[config.mk]
export PLATFORM = sky130hd
export DESIGN_NAME = mem_arb_flat
export DESIGN_NICKNAME = d
export VERILOG_FILES = /design/src/rtl/mem_arb_if.sv /design/src/rtl/mem_arb.sv /design/src/flat_wrapper.sv
export SDC_FILE = /design/constraint.sdc
export NUM_CORES = 1
export LEC_CHECK = 0
export CORE_MARGIN = 10
export CORE_UTILIZATION = 44
export DETAILED_ROUTE_END_ITERATION = 7
export PLACE_DENSITY = 0.87
export SLEW_MARGIN = 15
export SYNTH_ARGS = -nofsm -noshare
export SYNTH_HDL_FRONTEND = slang
export SYNTH_SLANG_ARGS = --single-unit
[constraint.sdc]
create_clock -name clk -period 5.5 [get_ports clk]
set_input_delay 1.1 -clock clk [delete_from_list [all_inputs] [get_ports clk]]
set_output_delay 1.1 -clock clk [all_outputs]
set_load 0.1 [all_outputs]
[src/rtl/mem_arb_if.sv]
// mem_arb_if: bundles the fetch port, the data port, the memory side and the
// conflict counter of the memory arbiter.
// The slave modport is the arbiter's view; the master modport is the view of the
// requesters and the memory that surround it.
interface mem_arb_if #(
  parameter int AW = 16,
  parameter int DW = 16
);
  logic          f_req;
  logic [AW-1:0] f_addr;
  logic          f_gnt;
  logic          f_done;
  logic          d_req;
  logic          d_we;
  logic [AW-1:0] d_addr;
  logic [DW-1:0] d_wdata;
  logic          d_gnt;
  logic          d_done;
  logic [DW-1:0] rdata;
  logic          m_en;
  logic          m_we;
  logic [AW-1:0] m_addr;
  logic [DW-1:0] m_wdata;
  logic [DW-1:0] m_rdata;
  logic [7:0]    conf_cnt;

  modport slave (
    input  f_req, f_addr, d_req, d_we, d_addr, d_wdata, m_rdata,
    output f_gnt, f_done, d_gnt, d_done, rdata, m_en, m_we, m_addr, m_wdata, conf_cnt
  );

  modport master (
    output f_req, f_addr, d_req, d_we, d_addr, d_wdata, m_rdata,
    input  f_gnt, f_done, d_gnt, d_done, rdata, m_en, m_we, m_addr, m_wdata, conf_cnt
  );
endinterface

[src/rtl/mem_arb.sv]
// mem_arb: arbitrates an instruction-fetch port and a data (load/store) port onto
// one memory with a fixed read latency of WAIT_CYC cycles.
// Every transaction walks IDLE -> ACC (WAIT_CYC cycles) -> RESP -> IDLE.
// Optional feature macro MEM_ARB_RR_EN: when defined, simultaneous requests are
// settled round-robin; when undefined the data port has fixed priority.
module mem_arb #(
  parameter int WAIT_CYC = 1,
  parameter int AW       = 16,
  parameter int DW       = 16
) (
  input  logic     clk,
  input  logic     rst,
  mem_arb_if.slave bus
);

  typedef enum logic [1:0] {
    IDLE = 2'd0,
    ACC  = 2'd1,
    RESP = 2'd2
  } state_t;

  // Value of the ACC cycle counter in the last ACC cycle.
  localparam logic [3:0] LAST_CNT = 4'(WAIT_CYC - 1);

  state_t        state_q, state_d;
  logic [3:0]    waitCnt_q, waitCnt_d;
  logic          fetchWin_q, fetchWin_d;
  logic [AW-1:0] addr_q, addr_d;
  logic          we_q, we_d;
  logic [DW-1:0] wdata_q, wdata_d;
  logic [DW-1:0] rdata_q, rdata_d;
  logic [7:0]    confCnt_q, confCnt_d;
  logic          anyReq;
  logic          bothReq;
  logic          pickFetch;
`ifdef MEM_ARB_RR_EN
  logic          lastData_q, lastData_d;
`endif

  assign anyReq  = bus.f_req | bus.d_req;
  assign bothReq = bus.f_req & bus.d_req;

`ifdef MEM_ARB_RR_EN
  // On a tie, hand memory to whichever port was not served last.
  always_comb begin
    pickFetch = bus.f_req;
    if (bothReq) begin
      pickFetch = lastData_q;
    end
  end
`else
  // Data port wins every tie; fetch only gets memory when data is quiet.
  always_comb begin
    pickFetch = bus.f_req & ~bus.d_req;
  end
`endif

  // State and transaction registers; reset aborts any transaction in flight.
  always_ff @(posedge clk or posedge rst) begin
    if (rst) begin
      state_q    <= IDLE;
      waitCnt_q  <= 4'd0;
      fetchWin_q <= 1'b0;
      addr_q     <= '0;
      we_q       <= 1'b0;
      wdata_q    <= '0;
      rdata_q    <= '0;
      confCnt_q  <= 8'd0;
`ifdef MEM_ARB_RR_EN
      lastData_q <= 1'b1;
`endif
    end else begin
      state_q    <= state_d;
      waitCnt_q  <= waitCnt_d;
      fetchWin_q <= fetchWin_d;
      addr_q     <= addr_d;
      we_q       <= we_d;
      wdata_q    <= wdata_d;
      rdata_q    <= rdata_d;
      confCnt_q  <= confCnt_d;
`ifdef MEM_ARB_RR_EN
      lastData_q <= lastData_d;
`endif
    end
  end

  // Next-state logic: latch the winner in IDLE, count out the memory latency in
  // ACC, capture read data on the way out of ACC, and always return from RESP.
  always_comb begin
    state_d    = state_q;
    waitCnt_d  = waitCnt_q;
    fetchWin_d = fetchWin_q;
    addr_d     = addr_q;
    we_d       = we_q;
    wdata_d    = wdata_q;
    rdata_d    = rdata_q;
    confCnt_d  = confCnt_q;
`ifdef MEM_ARB_RR_EN
    lastData_d = lastData_q;
`endif

    if (state_q == IDLE && bothReq && confCnt_q != 8'hFF) begin
      confCnt_d = confCnt_q + 8'd1;
    end

    case (state_q)
      IDLE: begin
        if (anyReq) begin
          state_d    = ACC;
          waitCnt_d  = 4'd0;
          fetchWin_d = pickFetch;
          addr_d     = pickFetch ? bus.f_addr : bus.d_addr;
          we_d       = pickFetch ? 1'b0 : bus.d_we;
          wdata_d    = pickFetch ? '0 : bus.d_wdata;
`ifdef MEM_ARB_RR_EN
          lastData_d = ~pickFetch;
`endif
        end
      end
      ACC: begin
        if (waitCnt_q == LAST_CNT) begin
          state_d = RESP;
          if (!we_q) begin
            rdata_d = bus.m_rdata;
          end
        end else begin
          waitCnt_d = waitCnt_q + 4'd1;
        end
      end
      RESP: begin
        state_d = IDLE;
      end
      default: begin
        state_d = IDLE;
      end
    endcase
  end

  // Outputs: grant spans ACC and RESP, done marks RESP, the strobe marks the
  // first ACC cycle only.
  always_comb begin
    bus.f_gnt    = 1'b0;
    bus.d_gnt    = 1'b0;
    bus.f_done   = 1'b0;
    bus.d_done   = 1'b0;
    bus.m_en     = 1'b0;
    bus.m_we     = 1'b0;
    bus.m_addr   = addr_q;
    bus.m_wdata  = wdata_q;
    bus.rdata    = rdata_q;
    bus.conf_cnt = confCnt_q;
    if (state_q != IDLE) begin
      bus.f_gnt = fetchWin_q;
      bus.d_gnt = ~fetchWin_q;
    end
    if (state_q == RESP) begin
      bus.f_done = fetchWin_q;
      bus.d_done = ~fetchWin_q;
    end
    if (state_q == ACC && waitCnt_q == 4'd0) begin
      bus.m_en = 1'b1;
      bus.m_we = we_q;
    end
  end

endmodule

[src/flat_wrapper.sv]
// flat-port wrapper written by rule: the top's interface ports become plain ports
module mem_arb_flat 
#(
  parameter int WAIT_CYC = 1,
  parameter int AW       = 16,
  parameter int DW       = 16
)
  (clk, rst, bus_f_req, bus_f_addr, bus_d_req, bus_d_we, bus_d_addr, bus_d_wdata, bus_m_rdata, bus_f_gnt, bus_f_done, bus_d_gnt, bus_d_done, bus_rdata, bus_m_en, bus_m_we, bus_m_addr, bus_m_wdata, bus_conf_cnt);
  mem_arb_if #(.AW(AW), .DW(DW)) bus_i ();
  input  logic clk;
  input  logic rst;
  input wire logic [$bits(bus_i.f_req)-1:0] bus_f_req;
  input wire logic [$bits(bus_i.f_addr)-1:0] bus_f_addr;
  input wire logic [$bits(bus_i.d_req)-1:0] bus_d_req;
  input wire logic [$bits(bus_i.d_we)-1:0] bus_d_we;
  input wire logic [$bits(bus_i.d_addr)-1:0] bus_d_addr;
  input wire logic [$bits(bus_i.d_wdata)-1:0] bus_d_wdata;
  input wire logic [$bits(bus_i.m_rdata)-1:0] bus_m_rdata;
  output wire logic [$bits(bus_i.f_gnt)-1:0] bus_f_gnt;
  output wire logic [$bits(bus_i.f_done)-1:0] bus_f_done;
  output wire logic [$bits(bus_i.d_gnt)-1:0] bus_d_gnt;
  output wire logic [$bits(bus_i.d_done)-1:0] bus_d_done;
  output wire logic [$bits(bus_i.rdata)-1:0] bus_rdata;
  output wire logic [$bits(bus_i.m_en)-1:0] bus_m_en;
  output wire logic [$bits(bus_i.m_we)-1:0] bus_m_we;
  output wire logic [$bits(bus_i.m_addr)-1:0] bus_m_addr;
  output wire logic [$bits(bus_i.m_wdata)-1:0] bus_m_wdata;
  output wire logic [$bits(bus_i.conf_cnt)-1:0] bus_conf_cnt;
  assign bus_i.f_req = bus_f_req;
  assign bus_i.f_addr = bus_f_addr;
  assign bus_i.d_req = bus_d_req;
  assign bus_i.d_we = bus_d_we;
  assign bus_i.d_addr = bus_d_addr;
  assign bus_i.d_wdata = bus_d_wdata;
  assign bus_i.m_rdata = bus_m_rdata;
  assign bus_f_gnt = bus_i.f_gnt;
  assign bus_f_done = bus_i.f_done;
  assign bus_d_gnt = bus_i.d_gnt;
  assign bus_d_done = bus_i.d_done;
  assign bus_rdata = bus_i.rdata;
  assign bus_m_en = bus_i.m_en;
  assign bus_m_we = bus_i.m_we;
  assign bus_m_addr = bus_i.m_addr;
  assign bus_m_wdata = bus_i.m_wdata;
  assign bus_conf_cnt = bus_i.conf_cnt;
  mem_arb #(.WAIT_CYC(WAIT_CYC), .AW(AW), .DW(DW)) u_core (.clk(clk), .rst(rst), .bus(bus_i));
endmodule
# Word level (Yosys, flattened, before mapping)
# Index checks and enable logic that the tools add are counted.
# word_totals
elab_cells	48
mem_bits_rw	0
output_inout_bits	62
n_memories	0
in_bits	69
latchBits	0
register_bits	64
rom_bits	0
# op_classes
reduce_logical	11
n_div	0
eq_ne	6
magnitude_cmp	0
mux	15
n_shift	0
n_bitwise	6
n_mul	0
add_sub_neg	2
# ops
operator	count
16-bit two-way mux	2
8-bit by 1-bit adder with 8-bit output (second input constant)	1
4-bit two-way mux	2
8-bit != test (second input constant)	1
4-bit case mux with 2 select lines	1
1-bit two-way mux	7
3-bit AND reduction	2
4-bit by 1-bit adder with 4-bit output (second input constant)	1
4-bit logical NOT	1
2-bit two-way mux	2
2-bit by 1-bit != test with 1-bit output (second input constant)	2
2-bit case mux with 2 select lines	1
2-bit AND reduction	2
2-bit nonzero test	2
1-bit logical AND	3
1-bit inverter	3
1-bit AND	2
2-bit by 1-bit == test with 1-bit output (second input constant)	1
2-bit == test (second input constant)	1
2-bit logical NOT	1
2-bit != test (second input constant)	1
1-bit bitwise OR	1

# Depth between registers and ports, before layout
# depth
ltp_word	3
mapped_depth	6
ltp_nobuf	5

# Worst setup path after synthesis
# OpenSTA, ideal clock, no wires.
# synth_path
path_type	reg-to-output
from	reg u_core.state_q[0]
to	out bus_d_done
path_slack_ps	1775
required_time_ps	4400
stages_incl_launch_ff	2
t_arrival_ps	2625
cell_sequence	dfrtp_1 nor3b_1
# synth_between
elab_chain_len	2
# synth_lines
element	line_no	source
from (decl)	mem_arb.sv:25	state_t state_q, state_d;
from (signal assigned)	mem_arb.sv:73	state_q <= state_d;
2-bit == test	mem_arb.sv:156	if (state_q == RESP) begin
1-bit two-way mux	mem_arb.sv:156	
to (decl)	flat_wrapper.sv:22	output wire logic [$bits(bus_i.d_done)-1:0] bus_d_done;
# No other way between the ends.

# Final worst setup path
# layout_path
from	reg u_core.waitCnt_q[1]
to	out bus_m_we
# layout_between
elab_chain_len	3
# layout_lines
element	line_no	source
from (decl)	mem_arb.sv:26	logic [3:0] waitCnt_q, waitCnt_d;
from (signal assigned)	mem_arb.sv:74	waitCnt_q <= waitCnt_d;
4-bit logical NOT	mem_arb.sv:160	if (state_q == ACC && waitCnt_q == 4'd0) begin
1-bit logical AND	mem_arb.sv:160	
1-bit two-way mux	mem_arb.sv:160	
to (decl)	flat_wrapper.sv:25	output wire logic [$bits(bus_i.m_we)-1:0] bus_m_we;
# No other way between the ends.

==> flow_metrics.py <==
metrics = {
    "status": {
        "status": "finished clean",
    },
    "clock_tree": {
        "clockBufferDepth": 2,
        "clock_latency_ps": 340,
        "cts-resized-gates": 0,
        "cts_inserted_buffers": 9,
        "ctsHtreeMaxLevel": 3,
        "cts.repair_timing.setup_buffer_count": 0,
        "hold_buffers": 0,
        "cts_tree": "built",
        "root_buffer": "clkbuf_8",
        "cts_sinks": 64,
        "path_clk_slew_ps": 60,
    },
    "floorplan": {
        "fp.dieH_um": 99.7,
        "dieArea_sq_mm": 0.00993,
        "fp.coreArea_sq_mm": 0.00603,
        "rows": 28,
        "start_util_pct": 46.3,
        "pin_count": 131,
        "die_x_um": 99.7,
    },
    "sta": {
        "grt_setup_unrepaired": "no",
        "fin_setup_tns_ps": 0,
        "finalSetupViolCount": 0,
        "tightest_slew_ps": 1040,
        "fmax_ghz": 0.259,
        "slew_viol_final": 0,
        "period_minus_slack_ps": 3860,
        "relSlewSlack_pct": 30.5,
        "fin_skew_ps": 10.2,
        "hold_violations": 0,
        "post-route-period-util_pct": 70.1,
    },
    "global_routing": {
        "grt_pass1_vias": 2398,
        "grt-ovfl-total": 0,
        "grt_start_max_net_pins": 47,
        "grt_pass1_wl_um": 12700,
        "antenna_found_initial": 0,
        "grt.total_usage_pct": 15.9,
    },
    "synthesis": {
        "synth.cell_area_sq_mm": 0.00279,
        "synth_top_flop_cell": "dfrtp_1",
        "synth_edf_count": 0,
        "synth_nets": 299,
        "async_flop_share_pct": 100,
        "avgSynthCellArea_sq_um": 12.3,
        "synth.area.top_cells": "dfrtp_1 57%, mux2_2 8.1%, mux2i_1 6.5%",
        "yosysTopAreaCell": "dfrtp_1",
        "synth.ff_latch_count": 64,
        "yosys_warnings": 0,
        "yosysTopAreaCellShare_pct": 57.3,
        "ys_types": 39,
        "netlist_instances": 227,
        "ys_seq_area_share_pct": 57.3,
    },
    "worst_setup_path": {
        "path_cells": "inv_1 -> ha_1 -> nor3b_1 -> and3_1 -> clkdlybuf4s50_1",
        "crit_buf_inv": 2,
        "criticalPathCategory": "reg -> out",
        "reg2reg_from": "u_core.waitCnt_q[1]",
        "cpMaxStageDelayCell": "clkdlybuf4s50_1",
        "required_ps": 4400,
        "endpoint_kind": "output pin",
        "crit-reg2reg-capture": "u_core.bus.rdata[12]",
        "startpoint_type": "register",
        "critPathMaxFanout": 4,
        "slowest_delay_ps": 1150,
        "worstRegToRegCells": 5,
        "reg2reg_slack_ps": 3280,
        "arrival_ps": 2760,
        "cp_top_family": "buffers and inverters",
    },
    "routing": {
        "viasPerCell": 5.25,
        "drc_errors": 0,
        "dr.first_iter.drc_count": 54,
        "firstDrtPassIters": 4,
        "vias": 2298,
        "wl_per_cell_um": 18.4,
        "wirelength_um": 8070,
        "antenna_left": 0,
    },
    "cells_and_area": {
        "drive_above_1_share_pct": 12.7,
        "regArea_sq_mm": 0.00160,
        "multi_input_area_sq_mm": 0.00112,
        "fillers": 455,
        "nets": 430,
        "syn2layout_area_growth_pct": 55.4,
        "antennaDiodeCount": 0,
    },
    "min_path": {
        "holdPathStages": 1,
        "hold_start": "u_core.bus.m_wdata[2]",
        "hp-class": "reg -> reg",
        "min_to": "u_core.bus.m_wdata[2]",
    },
    "place": {
        "numPortBuffers": 130,
        "hpwlAfterDp_um": 6310,
        "place_congestion": 0.803,
    },
    "flow_run": {
        "max_cap_violations": 0,
    },
}
==> synthesized netlist by cell type (2+ instances only) <==
cell type	n
a21oi_1	3
a22o_1	17
and2_1	2
and3_1	2
buf_2	4
clkbuf_1	6
dfrtp_1	64
ha_1	3
inv_1	4
mux2_2	20
mux2i_1	18
nand2_1	7
nand3_1	6
nor2_1	8
nor2b_1	2
nor3b_1	3
nor4_1	2
o2111a_1	2
o21ai_0	34
==> how the worst max path moves through the flow <==
stage                                   start    endpoint  slack [ps]  cells past startpoint
final                     u_core.waitCnt_q[1]    bus_m_we        1640                      5
after global routing      u_core.waitCnt_q[1]    bus_m_we        1510                      5
after CTS                 u_core.waitCnt_q[1]    bus_m_we        1620                      5
after detailed placement  u_core.waitCnt_q[1]    bus_m_we        2020                      5
after global placement    u_core.waitCnt_q[0]    bus_m_we        2100                      5
after floorplan             u_core.state_q[0]  bus_d_done        1770                      1
==> kinds of logic (layout without fill, tap and decap cells) <==
| logic type | count (synthesis) | count (layout) | synth area share (%) |
|---|---|---|---|
| AO/OA/AOI/OAI | 61 | 61 | 14.1 |
| multiplexers | 38 | 38 | 14.5 |
| XOR/XNOR | 1 | 1 | 0.314 |
| AND/OR/NAND/NOR | 44 | 44 | 9.54 |
| adder cells (fa/ha/maj) | 3 | 3 | 1.34 |
| flip-flops | 64 | 64 | 57.3 |
| buffers and inverters | 16 | 152 | 2.87 |
==> flip-flops by register name (all words and copies together) (netlist names) <==
name and count:
u_core.bus.conf_cnt 8, u_core.state_q 2, u_core.bus.m_addr 16, u_core.fetchWin_q 1, u_core.we_q 1, u_core.waitCnt_q 4, u_core.bus.rdata 16, u_core.bus.m_wdata 16
==> through the flow <==
| stage | std cells | utilization, % | area (sq um) | hold slack (ps) | setup slack (ps) |
|---|---|---|---|---|---|
| 2_1_floorplan | 227 | - | 2790 | 511 | 1770 |
| 3_3_place_gp | 422 | 68.8 | 4140 | 482 | 2100 |
| 3_5_place_dp | 422 | 68.8 | 4140 | 482 | 2020 |
| 4_1_cts | 438 | 72.0 | 4340 | 504 | 1620 |
| 5_1_grt | 438 | 72.0 | 4340 | 511 | 1510 |
| 6_report | 438 | 72.0 | 4340 | 495 | 1640 |
==> layout make-up <==
cell class,count,area share (%)
inverter,4,0.346
clock inverter,7,1.64
multi-input combinational,147,25.7
sequential,64,36.9
timing repair buffer,132,30.3
clock buffer,9,2.85
tap,75,2.16
==> routing by layer <==
metal,routed length (um),global-route usage [%],up-vias
li1,-,-,1098
met3,699,6.78,10
met5,0,0,-
met1,3340,18.8,1102
met2,3930,25.3,88
met4,98,5.84,0
==> worst reg2reg max path, delay by kind of cell, from the launching register on <==
kind | cells | cell delay, ps
and+or+nand+nor | 2 | 1000
muxes | 1 | 420
DFF | 1 | 410
adders and majority gates | 1 | 160
buffers and inverters | 1 | 100
==> layout by cell type, fill, tap and decap left out, drive strengths merged, types with 2 or more instances in the layout <==
master           n
nor2             8
clkdlybuf4s50  130
and3             2
inv              5
o21ai           35
mux2            20
a21oi            3
clkinvlp         3
dfrtp           64
nor3b            3
nand3            6
nor3             2
clkbuf           9
buf              2
and2             2
ha               3
clkinv           2
a22o            17
o2111a           2
nand2            7
nor4             2
mux2i           18
nor2b            2
Power is not shown: default switching activity piles up to over one toggle a cycle in this logic, so the estimate is an artifact.
